**config.mk**
```make
export PLATFORM = sky130hd
export DESIGN_NAME = wd_id_field_parser
export DESIGN_NICKNAME = d
export VERILOG_FILES = /design/src/rtl/wd_id_field_parser_pkg.sv /design/src/rtl/wd_id_field_parser_crc.sv /design/src/rtl/wd_id_field_parser.sv
export SDC_FILE = /design/constraint.sdc
export NUM_CORES = 1
export LEC_CHECK = 0
export CELL_PAD_IN_SITES_DETAIL_PLACEMENT = 1
export CELL_PAD_IN_SITES_GLOBAL_PLACEMENT = 1
export CORE_UTILIZATION = 26
export CTS_CLUSTER_DIAMETER = 50
export DETAILED_ROUTE_END_ITERATION = 7
export DONT_BUFFER_PORTS = 1
export PLACE_DENSITY_LB_ADDON = 0.1
export RECOVER_POWER = 25
export SYNTH_ARGS = -nofsm -noshare
export SYNTH_HDL_FRONTEND = slang
export SYNTH_SLANG_ARGS = --single-unit
```
**constraint.sdc**
```tcl
create_clock -name clk_50 -period 4.55 [get_ports clk_50]
set_clock_uncertainty 0.2 [all_clocks]
set_input_delay 1.365 -clock clk_50 [delete_from_list [all_inputs] [get_ports clk_50]]
set_output_delay 1.365 -clock clk_50 [all_outputs]
set_load 0.02 [all_outputs]
```
**src/rtl/wd_id_field_parser_pkg.sv**
```systemverilog
// Shared definitions for the WD1010 ID-field parser and its CRC helper.
// State encoding, identifier bytes, CRC polynomial and SDH bit positions.
package wd_id_field_parser_pkg;

    typedef enum logic [2:0] {
        ST_IDLE   = 3'd0,
        ST_IDENT  = 3'd1,
        ST_CYL_LO = 3'd2,
        ST_SDH    = 3'd3,
        ST_SECNUM = 3'd4,
        ST_CRC_HI = 3'd5,
        ST_CRC_LO = 3'd6
    } state_e;

    // Identifier byte values; each encodes cylinder bits [9:8]
    localparam logic [7:0] ID_CYL0 = 8'hFE;
    localparam logic [7:0] ID_CYL1 = 8'hFF;
    localparam logic [7:0] ID_CYL2 = 8'hFC;
    localparam logic [7:0] ID_CYL3 = 8'hFD;

    localparam logic [15:0] CRC_POLY = 16'h1021;

    localparam int unsigned SDH_BAD_BIT  = 7;
    localparam int unsigned SDH_SIZE_MSB = 6;
    localparam int unsigned SDH_SIZE_LSB = 5;
    localparam int unsigned SDH_HEAD_MSB = 2;
    localparam int unsigned SDH_HEAD_LSB = 0;

    typedef struct packed {
        logic [9:0] cylinder;
        logic [2:0] head;
        logic [7:0] sector;
        logic [1:0] size_code;
        logic       bad_block;
    } id_fields_t;

endpackage

```
**src/rtl/wd_id_field_parser_crc.sv**
```systemverilog
// Byte-wide CRC-16/CCITT update, MSB first, purely combinational.
// Shared with the data-field checker.
module crc16_ccitt_byte
    import wd_id_field_parser_pkg::*;
(
    input  logic [15:0] crc_in,
    input  logic [7:0]  byte_in,
    output logic [15:0] crc_out
);

    logic [15:0] crc_v;
    logic        fb;

    always_comb begin
        crc_v = crc_in;
        fb    = 1'b0;
        for (int i = 7; i >= 0; i--) begin
            fb    = crc_v[15] ^ byte_in[i];
            crc_v = {crc_v[14:0], 1'b0} ^ (fb ? CRC_POLY : 16'h0000);
        end
        crc_out = crc_v;
    end

endmodule

```
**src/rtl/wd_id_field_parser.sv**
```systemverilog
// Parses a WD1010 ID field (ident, cyl lo, SDH, sector, CRC hi/lo) after an
// address mark and reports the decoded fields with a one-cycle result strobe.
module wd_id_field_parser
    import wd_id_field_parser_pkg::*;
#(
    parameter int unsigned BYTE_TIMEOUT = 255,
    parameter logic [15:0] CRC_PRESET   = 16'hFFFF
) (
    input  logic       clk_50,
    input  logic       reset_n,
    input  logic [7:0] data_in,
    input  logic       data_stb,
    input  logic       mark_stb,
    output logic [9:0] cylinder,
    output logic [2:0] head,
    output logic [7:0] sector,
    output logic [1:0] size_code,
    output logic       bad_block,
    output logic       id_valid,
    output logic       crc_error,
    output logic       abort,
    output logic       busy
);

    localparam int unsigned TMR_W = $clog2(BYTE_TIMEOUT + 1);
    localparam logic [TMR_W-1:0] TMO_LAST = TMR_W'(BYTE_TIMEOUT - 1);

    state_e           state_q, state_d;
    logic [15:0]      crc_q, crc_d, crc_sel, crc_upd;
    logic [TMR_W-1:0] timer_q, timer_d;
    id_fields_t       pend_q, pend_d, out_q, out_d;
    logic             id_valid_q, id_valid_d;
    logic             crc_error_q, crc_error_d;
    logic             abort_q, abort_d;

    // A mark byte always starts from the preset, whatever state we are in
    assign crc_sel = (data_stb && mark_stb) ? CRC_PRESET : crc_q;

    crc16_ccitt_byte u_crc (
        .crc_in  (crc_sel),
        .byte_in (data_in),
        .crc_out (crc_upd)
    );

    always_ff @(posedge clk_50 or negedge reset_n) begin
        if (!reset_n) begin
            state_q     <= ST_IDLE;
            crc_q       <= CRC_PRESET;
            timer_q     <= '0;
            pend_q      <= '0;
            out_q       <= '0;
            id_valid_q  <= 1'b0;
            crc_error_q <= 1'b0;
            abort_q     <= 1'b0;
        end else begin
            state_q     <= state_d;
            crc_q       <= crc_d;
            timer_q     <= timer_d;
            pend_q      <= pend_d;
            out_q       <= out_d;
            id_valid_q  <= id_valid_d;
            crc_error_q <= crc_error_d;
            abort_q     <= abort_d;
        end
    end

    always_comb begin
        state_d     = state_q;
        crc_d       = crc_q;
        pend_d      = pend_q;
        out_d       = out_q;
        id_valid_d  = 1'b0;
        crc_error_d = 1'b0;
        abort_d     = 1'b0;
        timer_d     = (state_q == ST_IDLE || data_stb) ? '0 : timer_q + TMR_W'(1);

        if (data_stb && mark_stb) begin
            crc_d   = crc_upd;
            state_d = ST_IDENT;
        end else if (state_q != ST_IDLE) begin
            if (data_stb) begin
                crc_d = crc_upd;
                case (state_q)
                    ST_IDENT: begin
                        state_d = ST_CYL_LO;
                        case (data_in)
                            ID_CYL0: pend_d.cylinder[9:8] = 2'd0;
                            ID_CYL1: pend_d.cylinder[9:8] = 2'd1;
                            ID_CYL2: pend_d.cylinder[9:8] = 2'd2;
                            ID_CYL3: pend_d.cylinder[9:8] = 2'd3;
                            default: begin
                                abort_d = 1'b1;
                                state_d = ST_IDLE;
                            end
                        endcase
                    end
                    ST_CYL_LO: begin
                        pend_d.cylinder[7:0] = data_in;
                        state_d              = ST_SDH;
                    end
                    ST_SDH: begin
                        pend_d.bad_block = data_in[SDH_BAD_BIT];
                        pend_d.size_code = data_in[SDH_SIZE_MSB:SDH_SIZE_LSB];
                        pend_d.head      = data_in[SDH_HEAD_MSB:SDH_HEAD_LSB];
                        state_d          = ST_SECNUM;
                    end
                    ST_SECNUM: begin
                        pend_d.sector = data_in;
                        state_d       = ST_CRC_HI;
                    end
                    ST_CRC_HI: state_d = ST_CRC_LO;
                    ST_CRC_LO: begin
                        // Zero residue after both CRC bytes means the field is intact
                        state_d = ST_IDLE;
                        if (crc_upd == 16'h0000) begin
                            id_valid_d = 1'b1;
                            out_d      = pend_q;
                        end else begin
                            crc_error_d = 1'b1;
                        end
                    end
                    default: state_d = ST_IDLE;
                endcase
            end else if (timer_q == TMO_LAST) begin
                abort_d = 1'b1;
                state_d = ST_IDLE;
            end
        end
    end

    assign cylinder  = out_q.cylinder;
    assign head      = out_q.head;
    assign sector    = out_q.sector;
    assign size_code = out_q.size_code;
    assign bad_block = out_q.bad_block;
    assign id_valid  = id_valid_q;
    assign crc_error = crc_error_q;
    assign abort     = abort_q;
    assign busy      = (state_q != ST_IDLE);

endmodule

```
==> metrics list <==
- In the finished design, the share of the clock period the worst path needs comes to 0.827.
- After clock tree synthesis, the clock-pin slew on the worst setup and hold paths is 0.06 ns.
- Once layout is complete, the utilization of the core stands at 0.299.
- The synthesized netlist contains 51 unique library cells.
* Top fanout value on the critical path: 25
- Final worst hold slack: 0.286 ns
- Setup repair after global routing missed its margin: no
- Width of the chip: 127 µm
- The initial utilization of the core area, before any placement, comes to 0.267.
- Global route overflow: 0
- Synthesized area per cell: 11.1 µm²
- The final route contains 2707 vias.
* Maximum level of the CTS H-tree: 3
- In this run the remaining antenna-violating nets after routing total 0.
* Floorplan row count: 45
- Measured along the y axis, the die boundary spans 127 µm.
* Yosys warning total: 0
- Category of the worst setup path capture point: flip-flop
* Most frequent standard cell in the layout excluding fill and tap cells: dfrtp_1
- Number of vias per cell after detailed routing: 4.73
- Number of antenna violations at the first check in global routing: 0
* Clk Latency, worst-skew pair: 0.34 ns
- Number of maximum-capacitance violations: 0
- Max-slew headroom at the worst pin: 0.415
- Drt drc: 0
- The wire-length estimate of the detail-placed layout is 7220 µm.
* First-pass iteration count of the detailed router: 4
* Diodes inserted: 0
- Registers take 0.00197 mm².
- The congestion estimate from routability-driven global placement came to 0.701.
* Measured slew at the worst slew-check pin: 0.871 ns
- Gates resized during post-CTS repair numbered 0.
- DP Cell Count: 557
* Number of setup buffers added after CTS: 0
* Post-synthesis to final-layout area growth: 12.2%
- The worst register-to-register path begins at crc_q[13].
* Fraction of layout cells with a size suffix above 1: 0.230
* Average wire per cell in the routed design: 18.3 µm
- Sequential cell area fraction in the yosys report: 0.485
- In the layout the commonest cells are 62 x dfrtp_1, 25 x nand2_1, 23 x nor2_1.
- # port buffers: 0
- The clock period could shrink to 3.76 ns.
* Flip-flop and latch count after synthesis: 78
- Req. time, crit path: 4.57 ns
* Worst Setup Slack post-DPL: 0.383 ns
* Non-filler cells, final: 572
* Final hold violations: 0
- In this run, synthesis inferred 0 flip-flops with an integrated enable.
* Global-route wire length before repair: 17000 µm
- Initial detailed-routing violation count: 141
- Worst vdd ir: 0.182 mV
- Total CTS buffers: 9
- GRT Resource Usage Total: 0.140
- Vias in the first global route: 2953
* Slowest cell on the critical path: xnor2_1
* Layout fillers: 1676
* Setup crit start: data_in[1]
- The largest single stage delay on the critical path is 0.68 ns.
- Core footprint: 0.0153 mm²
- Setup slack on the critical path of the routed design comes to 0.786 ns.
- The net count of the finished layout is 371.
- CTS Hold Bufs: 0
- After synthesis, the share of flip-flops with an asynchronous set or reset is 1.00.
* Cell count after synthesis: 365
* Data arrival at the endpoint of the critical path: 3.79 ns
* Post-synthesis instance area: 0.00407 mm²
* Pin count of the biggest net entering global routing: 79
* Number of buffers on the longest clock path: 2
- I/O pin total: 40
- Count of clock tree sinks: 78
- The analysis attributes to cell leakage a power of 2.03 nW.
- The startpoint identified for the worst hold timing path is crc_q[1].
- Synth Flop Type: dfrtp_1
- Synth Net Count: 379
- Class of the worst hold path: reg2reg
- Outcome: completed
* Total area of multi-input combinational cells: 0.00193 mm²
- Adding up every negative setup slack in the final design gives 0 ns.
- Crit Path Category: in2reg
* Worst path cell trace: xnor2_1, or4_4, and4_1, a32oi_1, nor4_2, nand2b_2, buf_4, mux2_1
- TritonCTS built the clock tree.
- Max-slew violation total from the final report: 0
- DIE AREA: 0.0162 mm²
- Power density of the placed cells: 511 mW/mm²
- Based on the critical path, the design can be clocked at up to 266 MHz.
- Startpoint class of the critical path: primary input
- Total Routed Length: 10500 µm
* Clock root buffer: clkbuf_16
- Setup violations remaining at the end of the flow were counted as 0.
-- per-stage QoR --
| stage | instance area (µm²) | power [W] |
|---|---|---|
| floorplan | 4070 | 0.00141 |
| global placement | 4250 | 0.00155 |
| detailed placement | 4250 | 0.00155 |
| CTS | 4570 | 0.00237 |
| global route | 4570 | 0.00246 |
| finish | 4570 | 0.00233 |
-- synthesized netlist by cell type, types with 2 or more instances --
master | instances | area (µm²)
nor3b_1 | 2 | 15.0
o22ai_1 | 10 | 62.6
dfrtp_1 | 62 | 1550
nand3b_1 | 2 | 15.0
a21oi_1 | 20 | 100
buf_2 | 6 | 30.0
nor2_1 | 23 | 86.3
nand3_1 | 8 | 40.0
o211ai_1 | 5 | 37.5
mux2i_1 | 2 | 20.0
inv_1 | 7 | 26.3
xnor2_1 | 22 | 193
or3_1 | 4 | 25.0
nand2b_1 | 7 | 43.8
a22oi_1 | 6 | 45.0
and3_1 | 2 | 12.5
and4_1 | 2 | 17.5
ha_1 | 2 | 25.0
a211oi_1 | 3 | 22.5
dfstp_2 | 16 | 420
xnor3_1 | 4 | 90.1
mux2_4 | 19 | 285
o21ai_0 | 17 | 85.1
nand2_1 | 25 | 93.8
and2_1 | 3 | 18.8
mux2_2 | 22 | 248
xor2_1 | 11 | 96.3
o221ai_1 | 2 | 17.5
nand4_1 | 5 | 31.3
nor3_1 | 9 | 45.0
mux2_1 | 3 | 33.8
clkbuf_1 | 15 | 56.3
-- registers in the layout (all words and copies together) (netlist names) --
name / flops
abort: 1
bad_block: 1
crc_error: 1
crc_q: 16
cylinder: 10
head: 3
id_valid: 1
pend_q: 24
sector: 8
size_code: 2
state_q: 3
timer_q: 8
-- worst paths after layout --
check | to | slack [ns] | cells past startpoint
max | size_code[1] | 0.79 | 8
min | crc_q[1] | 0.29 | 2
max reg2reg | size_code[1] | 1.36 | 8
min reg2reg | crc_q[1] | 0.29 | 2
max in group asynchronous | crc_q[11] | 3.42 | 0
min in group asynchronous | cylinder[7] | 0.51 | 0
-- per-layer routing --
metal  global-route usage  share of wire
met1                0.177           0.48
met2                0.226           0.47
met3               0.0389          0.036
met4               0.0581          0.014
met5                    0              0
-- area by class of cell --
| cell class | count | share of cell area |
|---|---|---|
| repair buffers | 7 | 0.0115 |
| multi-input cells | 254 | 0.423 |
| clock inverters | 5 | 0.0178 |
| well taps | 211 | 0.0578 |
| flip-flops and latches | 78 | 0.432 |
| inverters | 7 | 0.00575 |
| clock buffers | 10 | 0.0523 |
-- kinds of logic after synthesis --
logic type | count (synthesis) | synth area share
adder cells (fa/ha/maj) | 2 | 0.00615
AO/OA/AOI/OAI | 71 | 0.109
buffers and inverters | 33 | 0.0412
AND/OR/NAND/NOR | 98 | 0.121
flip-flops | 78 | 0.485
multiplexers | 46 | 0.144
XOR/XNOR | 37 | 0.0932
-- where the power goes --
group | total (W) | switching (W) | internal (W)
clock network | 0.000794 | 0.000300 | 0.000494
logic | 0.000607 | 0.000317 | 0.000290
registers | 0.000932 | 0.000117 | 0.000815
total | 0.00233 | 0.000734 | 0.00160
-- worst max-delay path, delay by kind of cell --
kind            cells  cell delay, ns
mux                 1            0.36
xor+xnor            1            0.68
buf+inv             1            0.27
simple gates        4            1.00
compound gates      1            0.10
Note: power is estimated with default switching activity, not from simulation.
==> RTL edit 1, RTL diff (config.mk and constraints unchanged) <==
Re-encode `state_e` (7 states) as one-hot, 7 bits wide.
--- a/src/rtl/wd_id_field_parser_pkg.sv
+++ b/src/rtl/wd_id_field_parser_pkg.sv
@@ -3,12 +3,12 @@
 package wd_id_field_parser_pkg;
 
-    typedef enum logic [2:0] {
-        ST_IDLE   = 3'd0,
-        ST_IDENT  = 3'd1,
-        ST_CYL_LO = 3'd2,
-        ST_SDH    = 3'd3,
-        ST_SECNUM = 3'd4,
-        ST_CRC_HI = 3'd5,
-        ST_CRC_LO = 3'd6
+    typedef enum logic [6:0] {
+        ST_IDLE   = 7'b0000001,
+        ST_IDENT  = 7'b0000010,
+        ST_CYL_LO = 7'b0000100,
+        ST_SDH    = 7'b0001000,
+        ST_SECNUM = 7'b0010000,
+        ST_CRC_HI = 7'b0100000,
+        ST_CRC_LO = 7'b1000000
     } state_e;
 
Behaviour: same outputs for any inputs over 4 cycles, from zero or initial values and one cycle with reset_n low; so few cycles prove little.
==> RTL edit 1 against the unedited design <==
- combinational power increased by 17%
- die area increased by 3.0%
- total power increased by 4.7%
- hold slack got worse by 0.91 ps
- largest power group unchanged
- sequential power increased by 5.2%
- final area increased by 1.9%
- largest cell class unchanged
- routed wire length decreased by 8.9%
- setup slack improved by 210 ps
- area after synthesis increased by 3.0%
- critical path type unchanged
- sequential cell count increased by 4
==> RTL edit 1: results (changes against the unedited design) <==
| Metric | Value |
|---|---|
| Outcome | complete, no violations |
| Core Area | 15830 um^2 (+3.7%) |
| Pin count of the biggest net entering global routing | 83 (+5.1%) |
| Inverters | 5 (-2) |
| Met2 routed WL | 4.471 mm (-9.9%) |
| Syn nets | 360 (-5.0%) |
| Worst flop-to-flop path endpoint | sector[2] |
| Hold EP | pend_q[23] |
| Synth cell types | 53 (+3.9%) |
| Share of post-route cells with drive strength above 1 | 0.2791 (+0.04915) |
| Comb power | 0.710 mW (+17%) |
| First-pass GRT wire length | 15.75 mm (-7.5%) |
| Worst-Margin Slew | 780.8 ps (-90.11 ps) |
| FFs & Latches | 82 (+5.1%) |
| Clock buf/inv share | 0.06611 (-0.004026) |
| First drt pass iteration count | 3 (-1) |
| Total Power | 2.442 mW (+4.7%) |
| Final wirelength | 9.565 mm (-8.9%) |
| Non-clk buf share | 0.009137 (-0.002370) |
| Met1 Usage GRT | 0.1743 (-0.002811) |
| GR Layer Usage met2 | 0.1962 (-0.02941) |
| Routability congestion estimate | 0.6895 (-1.7%) |
| Top cells by area, synth | dfrtp_1, dfstp_2, mux2_4, mux2_2, xnor2_1 |
| Post-DP HPWL | 6.508 mm (-9.8%) |
| Placed cell count | 544 (-2.3%) |
| Multi-input gates | 237 (-6.7%) |
| Register area share after synthesis | 0.4946 (+0.01000) |
| Seq area share | 0.4453 (+0.01353) |
| GR Util met3 | 0.03950 (+0.0005563) |
| DP Area | 4348 um^2 (+2.4%) |
| Multi-input logic area | 1943 um^2 (+0.58%) |
| Filler cells | 1727 (+3.0%) |
| Vias per Instance | 4.382 (-7.4%) |
| Hold slack | 285.6 ps (-0.9110 ps) |
| Final-stage net count | 353 (-4.9%) |
| Syn Area/Cell | 12.11 um^2 (+8.7%) |
| Met1 wire length | 4.615 mm (-7.7%) |
| DP Worst Slack | 617.8 ps (+235.2 ps) |
| DR WL met3 | 357 um (-6.1%) |
| Leak Pwr | 2.078 nW (+2.2%) |
| Worst R2R Setup Slack | 1600 ps (+240 ps) |
| Reg2reg start | crc_q[12] |
| Iteration-0 DRC count of the detailed router | 68 (-52%) |
| Nonclk buf count | 4 (-3) |
| CLK BUF | 13 (+3) |
| Crit-path max FO | 24 (-4.0%) |
| Clk pwr | 0.752 mW (-5.3%) |
## RTL edit 1: cell count changes after synthesis, sizes merged, moves of 4 or more
cell,change
clkbuf,-6
nand2b,-5
xor2,+10
o211ai,-5
a21oi,-15
nor2,+6
mux2,+4
nand2,+9
a22oi,-6
o21ai,+5
xnor2,+4
nor3,-6
o22ai,-10
## RTL edit 1: how the worst max path moves through the flow
stage / from / end / slack [ps] / depth (start not counted)
after global placement: data_stb / sector[0] / 640 / 8
after detailed placement: data_stb / sector[0] / 620 / 8
after floorplan: data_stb / bad_block / 800 / 10
after global routing: data_stb / sector[2] / 820 / 8
final: data_stb / sector[2] / 1000 / 8
after CTS: data_stb / sector[2] / 980 / 8
## RTL edit 1: logic make-up after synthesis
group           synth area share
fa+ha+maj               0.005969
flops                     0.4946
compound gates           0.05015
simple gates              0.1260
mux                       0.1516
xor+xnor                  0.1290
buf+inv                  0.04269
==> RTL edit 2, RTL diff (config.mk and constraints unchanged) <==
Without the edit above. Register the inputs `data_in`, `data_stb` and `mark_stb` before use, without a reset. The logic sees them one clock later.
--- a/src/rtl/wd_id_field_parser.sv
+++ b/src/rtl/wd_id_field_parser.sv
@@ -26,4 +26,14 @@
     localparam logic [TMR_W-1:0] TMO_LAST = TMR_W'(BYTE_TIMEOUT - 1);
 
+    logic [7:0] data_q;
+    logic data_stb_q;
+    logic mark_stb_q;
+
+    always_ff @(posedge clk_50) begin
+        data_q     <= data_in;
+        data_stb_q <= data_stb;
+        mark_stb_q <= mark_stb;
+    end
+
     state_e           state_q, state_d;
     logic [15:0]      crc_q, crc_d, crc_sel, crc_upd;
@@ -35,9 +45,9 @@
 
     // A mark byte always starts from the preset, whatever state we are in
-    assign crc_sel = (data_stb && mark_stb) ? CRC_PRESET : crc_q;
+    assign crc_sel = (data_stb_q && mark_stb_q) ? CRC_PRESET : crc_q;
 
     crc16_ccitt_byte u_crc (
         .crc_in  (crc_sel),
-        .byte_in (data_in),
+        .byte_in (data_q),
         .crc_out (crc_upd)
     );
@@ -73,16 +83,16 @@
         crc_error_d = 1'b0;
         abort_d     = 1'b0;
-        timer_d     = (state_q == ST_IDLE || data_stb) ? '0 : timer_q + TMR_W'(1);
+        timer_d     = (state_q == ST_IDLE || data_stb_q) ? '0 : timer_q + TMR_W'(1);
 
-        if (data_stb && mark_stb) begin
+        if (data_stb_q && mark_stb_q) begin
             crc_d   = crc_upd;
             state_d = ST_IDENT;
         end else if (state_q != ST_IDLE) begin
-            if (data_stb) begin
+            if (data_stb_q) begin
                 crc_d = crc_upd;
                 case (state_q)
                     ST_IDENT: begin
                         state_d = ST_CYL_LO;
-                        case (data_in)
+                        case (data_q)
                             ID_CYL0: pend_d.cylinder[9:8] = 2'd0;
                             ID_CYL1: pend_d.cylinder[9:8] = 2'd1;
@@ -96,15 +106,15 @@
                     end
                     ST_CYL_LO: begin
-                        pend_d.cylinder[7:0] = data_in;
+                        pend_d.cylinder[7:0] = data_q;
                         state_d              = ST_SDH;
                     end
                     ST_SDH: begin
-                        pend_d.bad_block = data_in[SDH_BAD_BIT];
-                        pend_d.size_code = data_in[SDH_SIZE_MSB:SDH_SIZE_LSB];
-                        pend_d.head      = data_in[SDH_HEAD_MSB:SDH_HEAD_LSB];
+                        pend_d.bad_block = data_q[SDH_BAD_BIT];
+                        pend_d.size_code = data_q[SDH_SIZE_MSB:SDH_SIZE_LSB];
+                        pend_d.head      = data_q[SDH_HEAD_MSB:SDH_HEAD_LSB];
                         state_d          = ST_SECNUM;
                     end
                     ST_SECNUM: begin
-                        pend_d.sector = data_in;
+                        pend_d.sector = data_q;
                         state_d       = ST_CRC_HI;
                     end
Behaviour: not the same (Yosys sat finds a counterexample within 4 cycles, from zero or initial values and one cycle with reset_n low).
==> RTL edit 2 against the unedited design <==
- total power grew 11%
- combinational power rose by 26%
- register-to-register slack lost 230 ps
- setup slack improved by 340 ps
- routed wire length fell by 0.11%
- final area grew 4.5%
- synthesized cell count did not move
- sequential cell count is 10 higher
- area after synthesis increased by 4.7%
- fmax rose by 10%
- critical endpoint is now sector[3]
- highest routed layer is now met5
- count of clock-buffer cells in the layout did not move
- non-clock buffer count unchanged
==> RTL edit 2: results (changes against the unedited design) <==
| Metric | Value |
|---|---|
| Final wirelength | 10.48 mm (-0.11%) |
| Multi-input gates | 250 (-1.6%) |
| Setup CP Type | reg2reg |
| Initial antenna violation count | 1 (+1) |
| Crit path DAT | 3460 ps (-330 ps) |
| Multi-input logic area | 1963 um^2 (+1.6%) |
| Outcome | complete, no violations |
| Register area share after synthesis | 0.5098 (+0.02521) |
| First-pass GRT wire length | 16.86 mm (-0.97%) |
| Max incr delay on CP | 700 ps (+20 ps) |
| Hold Startpoint | crc_q[6] |
| Worst path top cell family by delay | XOR/XNOR gates |
| Headroom to the max-slew limit | 0.2325 (-0.1827) |
| Iteration-0 DRC count of the detailed router | 94 (-33%) |
| Top cells by area, synth | dfrtp_1, dfstp_2, mux2_2, mux2_4, xnor2_1 |
| Comb power | 0.763 mW (+26%) |
| Switching Share | 0.3402 (+0.02540) |
| Yosys reg bits | 88 (+13%) |
| Share of post-route cells with drive strength above 1 | 0.2541 (+0.02418) |
| Filler cells | 1769 (+5.5%) |
| Routability congestion estimate | 0.7511 (+7.1%) |
| Leak Pwr | 2.091 nW (+2.9%) |
| Wirelength per Cell | 18.01 um (-1.8%) |
| Inverters | 5 (-2) |
| Synth cell types | 49 (-3.9%) |
| Cell with the largest stage delay on the worst path | dfxtp_1 |
| Post-synthesis adder-cell area fraction | 0.005874 (-0.0002763) |
| Seq area share | 0.4552 (+0.02338) |
| Clock buf/inv share | 0.06188 (-0.008260) |
| Synth cell count leaders | dfrtp_1, nand2_1, mux2_2, nor2_1, xnor2_1 |
| Seq. pwr | 1.07 mW (+15%) |
| Post-DP HPWL | 7.230 mm (+0.16%) |
## RTL edit 2: per-stage QoR
step	power [mW]	setup WS [ps]	area [um^2]
2_1_floorplan	1.674	1696	4260
3_3_place_gp	1.856	1072	4477
3_5_place_dp	1.857	1058	4477
4_1_cts	2.641	1039	4772
5_1_grt	2.764	774.3	4772
6_report	2.588	1127	4772
## RTL edit 2: worst paths after layout
kind	slack, ps	end
min	290	crc_q[6]
max in group asynchronous	3440	crc_q[4]
max reg2reg	1130	sector[3]
min reg2reg	290	crc_q[6]
max	1130	sector[3]
min in group asynchronous	510	state_q[0]
## RTL edit 2: routing by layer
layer,up-vias,part of all wire,global-route usage,routed length (um)
li1,1250,-,-,-
met1,1373,0.48,0.1850,5045
met5,-,0.0016,0,17
met2,49,0.46,0.2042,4790
met4,2,0.025,0.07661,265
met3,18,0.035,0.03116,364
